===== src/rtl/pixel_serializer.sv =====
// Videotex pixel serializer: shifts out one character row byte per 8 pixel ticks,
// applying inverse/blink/conceal attributes, with a one-entry shadow buffer.
module pixel_serializer #(
  parameter int COLOR_BITS   = 3,
  parameter int BLINK_FRAMES = 32
) (
  input  logic                  clk,
  input  logic                  reset_n,
  input  logic                  pixel_enable,
  input  logic                  display_enable,
  input  logic                  frame_start,
  input  logic                  load,
  input  logic [7:0]            pixels,
  input  logic [COLOR_BITS-1:0] fg,
  input  logic [COLOR_BITS-1:0] bg,
  input  logic                  inverse,
  input  logic                  blink,
  input  logic                  conceal,
  input  logic                  reveal,
  output logic                  next_req,
  output logic [COLOR_BITS-1:0] out_color,
  output logic                  underrun
);

  localparam int BW = (BLINK_FRAMES > 1) ? $clog2(BLINK_FRAMES) : 1;

  typedef struct packed {
    logic [COLOR_BITS-1:0] fg;
    logic [COLOR_BITS-1:0] bg;
    logic                  inv;
    logic                  blk;
    logic                  conc;
  } attr_t;

  logic [7:0]            shadow_pix_q, shadow_pix_d;
  attr_t                 shadow_attr_q, shadow_attr_d;
  logic                  shadow_full_q, shadow_full_d;
  attr_t                 cur_attr_q, cur_attr_d;
  logic [7:0]            shift_q, shift_d;
  logic [2:0]            bit_cnt_q, bit_cnt_d;
  logic [COLOR_BITS-1:0] out_color_q, out_color_d;
  logic                  next_req_q, next_req_d;
  logic                  underrun_q, underrun_d;
  logic [BW-1:0]         blink_cnt_q, blink_cnt_d;
  logic                  blink_phase_q, blink_phase_d;

  logic                  xfer_s;
  logic                  cur_pix_s;
  attr_t                 attr_sel_s;
  logic                  on_s;

  // Next-state logic: pixel stepping, shadow handover, colour and blink timebase
  always_comb begin
    shift_d       = shift_q;
    bit_cnt_d     = bit_cnt_q;
    out_color_d   = out_color_q;
    cur_attr_d    = cur_attr_q;
    underrun_d    = underrun_q;
    next_req_d    = 1'b0;
    blink_cnt_d   = blink_cnt_q;
    blink_phase_d = blink_phase_q;
    cur_pix_s     = 1'b0;
    attr_sel_s    = cur_attr_q;
    xfer_s        = pixel_enable & display_enable & (bit_cnt_q == 3'd0);

    if (!display_enable) begin
      out_color_d = '0;
      bit_cnt_d   = 3'd0;
    end else if (pixel_enable) begin
      if (bit_cnt_q == 3'd0) begin
        next_req_d = 1'b1;
        if (shadow_full_q) begin
          cur_pix_s  = shadow_pix_q[7];
          attr_sel_s = shadow_attr_q;
          shift_d    = {shadow_pix_q[6:0], 1'b0};
        end else begin
          // Empty shadow: blank pixels but keep the previous cell's colours
          cur_pix_s  = 1'b0;
          attr_sel_s = cur_attr_q;
          shift_d    = 8'h00;
          underrun_d = 1'b1;
        end
        cur_attr_d = attr_sel_s;
      end else begin
        cur_pix_s  = shift_q[7];
        attr_sel_s = cur_attr_q;
        shift_d    = {shift_q[6:0], 1'b0};
      end
      bit_cnt_d   = bit_cnt_q + 3'd1;
      out_color_d = on_s ? attr_sel_s.fg : attr_sel_s.bg;
    end else begin
      bit_cnt_d = bit_cnt_q;
    end

    if (frame_start) begin
      if (blink_cnt_q == BW'(BLINK_FRAMES - 1)) begin
        blink_cnt_d   = '0;
        blink_phase_d = ~blink_phase_q;
      end else begin
        blink_cnt_d   = blink_cnt_q + {{(BW-1){1'b0}}, 1'b1};
      end
    end else begin
      blink_cnt_d = blink_cnt_q;
    end
  end

  assign on_s = (cur_pix_s ^ attr_sel_s.inv)
              & ~((attr_sel_s.blk & blink_phase_q) | (attr_sel_s.conc & ~reveal));

  // A transfer and a load in the same clock: old shadow is consumed, new one stays full
  assign shadow_full_d = load | (shadow_full_q & ~xfer_s);
  assign shadow_pix_d  = load ? pixels : shadow_pix_q;
  assign shadow_attr_d = load ? {fg, bg, inverse, blink, conceal} : shadow_attr_q;

  // State registers
  always_ff @(posedge clk or negedge reset_n) begin
    if (!reset_n) begin
      shadow_pix_q  <= 8'h00;
      shadow_attr_q <= '0;
      shadow_full_q <= 1'b0;
      cur_attr_q    <= '0;
      shift_q       <= 8'h00;
      bit_cnt_q     <= 3'd0;
      out_color_q   <= '0;
      next_req_q    <= 1'b0;
      underrun_q    <= 1'b0;
      blink_cnt_q   <= '0;
      blink_phase_q <= 1'b0;
    end else begin
      shadow_pix_q  <= shadow_pix_d;
      shadow_attr_q <= shadow_attr_d;
      shadow_full_q <= shadow_full_d;
      cur_attr_q    <= cur_attr_d;
      shift_q       <= shift_d;
      bit_cnt_q     <= bit_cnt_d;
      out_color_q   <= out_color_d;
      next_req_q    <= next_req_d;
      underrun_q    <= underrun_d;
      blink_cnt_q   <= blink_cnt_d;
      blink_phase_q <= blink_phase_d;
    end
  end

  assign next_req  = next_req_q;
  assign out_color = out_color_q;
  assign underrun  = underrun_q;

endmodule

===== config.mk =====
export PLATFORM = sky130hd
export DESIGN_NAME = pixel_serializer
export DESIGN_NICKNAME = d
export VERILOG_FILES = /design/src/rtl/pixel_serializer.sv
export SDC_FILE = /design/constraint.sdc
export NUM_CORES = 1
export LEC_CHECK = 0
export BUFFER_PORTS_ARGS = -buffer_cell sky130_fd_sc_hd__buf_2
export CAP_MARGIN = 20
export CORE_ASPECT_RATIO = 0.9
export CORE_MARGIN = 2
export CORE_UTILIZATION = 50
export DETAILED_ROUTE_END_ITERATION = 10
export HOLD_SLACK_MARGIN = 0.12
export PLACE_DENSITY_LB_ADDON = 0.12
export RECOVER_POWER = 50
export SETUP_SLACK_MARGIN = 0.3
export SLEW_MARGIN = 40
export SYNTH_ARGS = -nofsm -noshare
export SYNTH_HDL_FRONTEND = slang
export SYNTH_SLANG_ARGS = --single-unit

===== constraint.sdc =====
create_clock -name clk -period 2.8 [get_ports clk]
set_input_delay 0.14 -clock clk [delete_from_list [all_inputs] [get_ports clk]]
set_output_delay 0.14 -clock clk [all_outputs]
set_load 0.05 [all_outputs]

==> results.md <==
- Post-DP Area: 2376 um^2
- CTS buffer count: 5
- Final cycle utilization of the critical path: between 70% and 80%
- Per-cell routed wire length: 14.44 um
- Initial antenna violation count: 0
- Max stage delay on crit path: 0.47 ns
- Clk buf depth: 2
- Starting Density: 52.89%
- Gp weighted congestion: 0.8577
- Drc violations: 0
- Synth top area share: 54.64%
- Worst hold path depth: 2
- Tightest Hold Check Type: in -> reg
- RR Startpoint: bit_cnt_q[0]
- GRT overflow: 0
- Synth top area cells: dfrtp_1, mux2_2, nand2_1
- IO buf count: 28
- Arrival time at the worst endpoint: around 2.4 ns
- Non-Filler Instances: 292
- H-tree depth: 2
- Most frequent cells in the layout: dfrtp_1, mux2_2, buf_2
- Postcts setup bufs: 0
- Die X-Extent: 73.90 um
- Sum Neg Setup Slack: 0 ns
- Synth Cell Area: 2198 um^2
- Diode count: 0
- Hold Path End: blink_cnt_q[0]
- Core area: ~4200 um^2
- P per Cell Area: 771.0 nW/um^2
- WL final: 4.217 mm
- Status: finished, final reports clean
- Antenna-violating nets left: 0
- DR iter-0 viols: 88
- Flop2flop setup slack: 0.66 ns
- RSZ-0062 raised after global routing: false
- Cell variety after synth: 39
- Leakage: between 1 and 1.5 nW
- Post-Syn Instances: 186
- Buffers and inverters on the worst path: 1
- CTS root buf: clkbuf_8
- Synth Area per Inst: 11.82 um^2
- Reg2reg path depth: 7
- Crit-path slowest cell: or4_1
- Min Tclk post-route: 2.143 ns
- Crit-path cells: inv_1 -> ha_1 -> and3b_1 -> nand3_2 -> a31o_1 -> or4_1 -> nand3_1
- Cts repair resizes: 0
- Final setup fails: 0
- Worst-Skew Late Latency: 0.31 ns
- Vias per inst: roughly 5.2
- Most common cell after layout, fill and taps aside: dfrtp_1
- Final Cell Area: 2711 um^2
- Largest net degree at the start of global routing: 49
- Fmax achieved: 466.6 MHz
- I/O pin count: 29
- Synth warn: 0
- Final hold violation count: 0
- # hold bufs at CTS: 18
- Layout cell share with drive strength beyond 1: 28.88%
- Vias: 1521
- Reg-to-reg endpoint: out_color[1]
- Cell family contributing the most delay on the critical path: simple AND/OR/NAND/NOR gates
- Row Count: 22
- Final HPWL DP: 2.829 mm
- Worst VDD drop: between 500 and 600 uV
- Drt pass-1 iters: 4
- First-pass GRT wire length: 7.086 mm
- Die area: 4944 um^2
- Hold Worst Slack: around 0.13 ns
- Post-Route Skew: 0.01234 ns
- Die Y-Extent: 66.91 um
- Max Cap Violations: 0
- Seq/Total Area, Yosys: 54.64%
- Cells after DPL: ~270
- Synth area leader: dfrtp_1
- Overall power: 0.002090 W
- Number of global-route vias before repair: 1528
- Final net count: ~260
- Post-Syn Nets: between 200 and 250
- Slew @ Worst Pin: roughly 1.2 ns
- CTS tree: built
- Critical path class: reg -> reg
- Gr usage total: 19.42%
- Element type at the critical path start: flop
- CP required: 3.04 ns
- Sink Count: 48
- Slew Limit Fails: 0
- Area grow syn2layout: 23.34%
- Number of synthesized register bits: 48
- Relative slew margins: 23.11%
- Endpoint type of the worst setup path: flop
- Clk slew on worst S/H paths: 0.08 ns
- Hold wc startpoint: frame_start
- Crit Path Max Fanout: 7
## worst max-delay path by stage
| stage | startpoint | end | cells past startpoint |
|---|---|---|---|
| after detailed placement | bit_cnt_q[0] | out_color[0] | 7 |
| after floorplan | bit_cnt_q[0] | out_color[0] | 8 |
| final | bit_cnt_q[0] | out_color[1] | 7 |
| after global routing | bit_cnt_q[0] | out_color[1] | 7 |
| after global placement | bit_cnt_q[0] | out_color[0] | 7 |
| after CTS | bit_cnt_q[0] | out_color[0] | 7 |
## power by group
part	internal, W	total (W)	switching (W)
clock network	0.000446	0.000682	0.000236
registers	0.000841	0.000947	0.000106
logic	0.000215	0.000461	0.000246
total	0.00150	0.00209	0.000587
## cells in the mapped netlist
cell type and instances:
nor2_2 1, dfrtp_1 48, xnor2_1 3, mux2i_1 5, nand2b_1 3, o21ai_1 1, o2111ai_2 1, nand3_1 5
or4_1 3, buf_6 1, nor4b_1 1, nand2_1 19, nand3b_1 1, nand3_2 1, nand3b_2 1, inv_1 6
and2b_1 1, clkbuf_1 4, nor3b_1 2, o21ai_0 9, buf_1 1, a22oi_1 3, o22ai_1 1, o211ai_2 1
and3_1 7, xor2_1 1, a21o_1 1, o21bai_1 2, and4_1 1, nor2b_1 2, mux2_2 27, nor2_1 1
buf_2 2, and2_1 2, and3b_1 1, a21oi_1 11, a31o_1 1, a22o_1 1, ha_1 4
## worst register-to-register path, delay by kind of cell, from the launching register on
| kind | cells | cell delay [ns] |
|---|---|---|
| and+or+nand+nor | 4 | 1.10 |
| DFF | 1 | 0.41 |
| AOI/OAI and AO/OA | 1 | 0.29 |
| adders and majority gates | 1 | 0.22 |
| buffers and inverters | 1 | 0.07 |
## registers in the layout, summed over array words and instances, names as in the netlist
name / count
blink_cnt_q: 5
out_color: 3
cur_attr_q: 9
shadow_attr_q: 9
blink_phase_q: 1
next_req: 1
bit_cnt_q: 3
underrun: 1
shadow_pix_q: 8
shift_q: 7
shadow_full_q: 1
## layout make-up
| class | instances | area (um^2) |
|---|---|---|
| timing repair buffer | 46 | 319.1 |
| sequential | 48 | 1201 |
| multi-input combinational | 124 | 934.6 |
| clock buffer | 5 | 68.82 |
| clock inverter | 3 | 90.09 |
| inverter | 6 | 22.52 |
| fill | 318 | 1445 |
| tap | 60 | 75.07 |
## kinds of logic after synthesis
family / count (synthesis) / synth area share [%]
compound gates: 32 / 9.163
xor+xnor: 4 / 1.594
fa+ha+maj: 4 / 2.277
buf+inv: 14 / 2.845
flops: 48 / 54.64
mux: 32 / 16.11
simple gates: 52 / 13.37
## layer usage
metal / GRT usage [%] / share of wire (%) / wire [um]
met3: 4.236 / 3.6 / 151
met2: 32.48 / 51 / 2148
met5: 0 / 0 / 0
met1: 24.25 / 44 / 1848
met4: 7.955 / 1.6 / 68
## through the flow
step | setup slack (ns) | util, %
floorplan | 0.9184 | -
global placement | 0.7467 | 57.10
detailed placement | 0.6659 | 57.16
CTS | 0.6534 | 65.32
global route | 0.5108 | 65.23
finish | 0.6568 | 65.23
(Power assumes the default switching activity.)
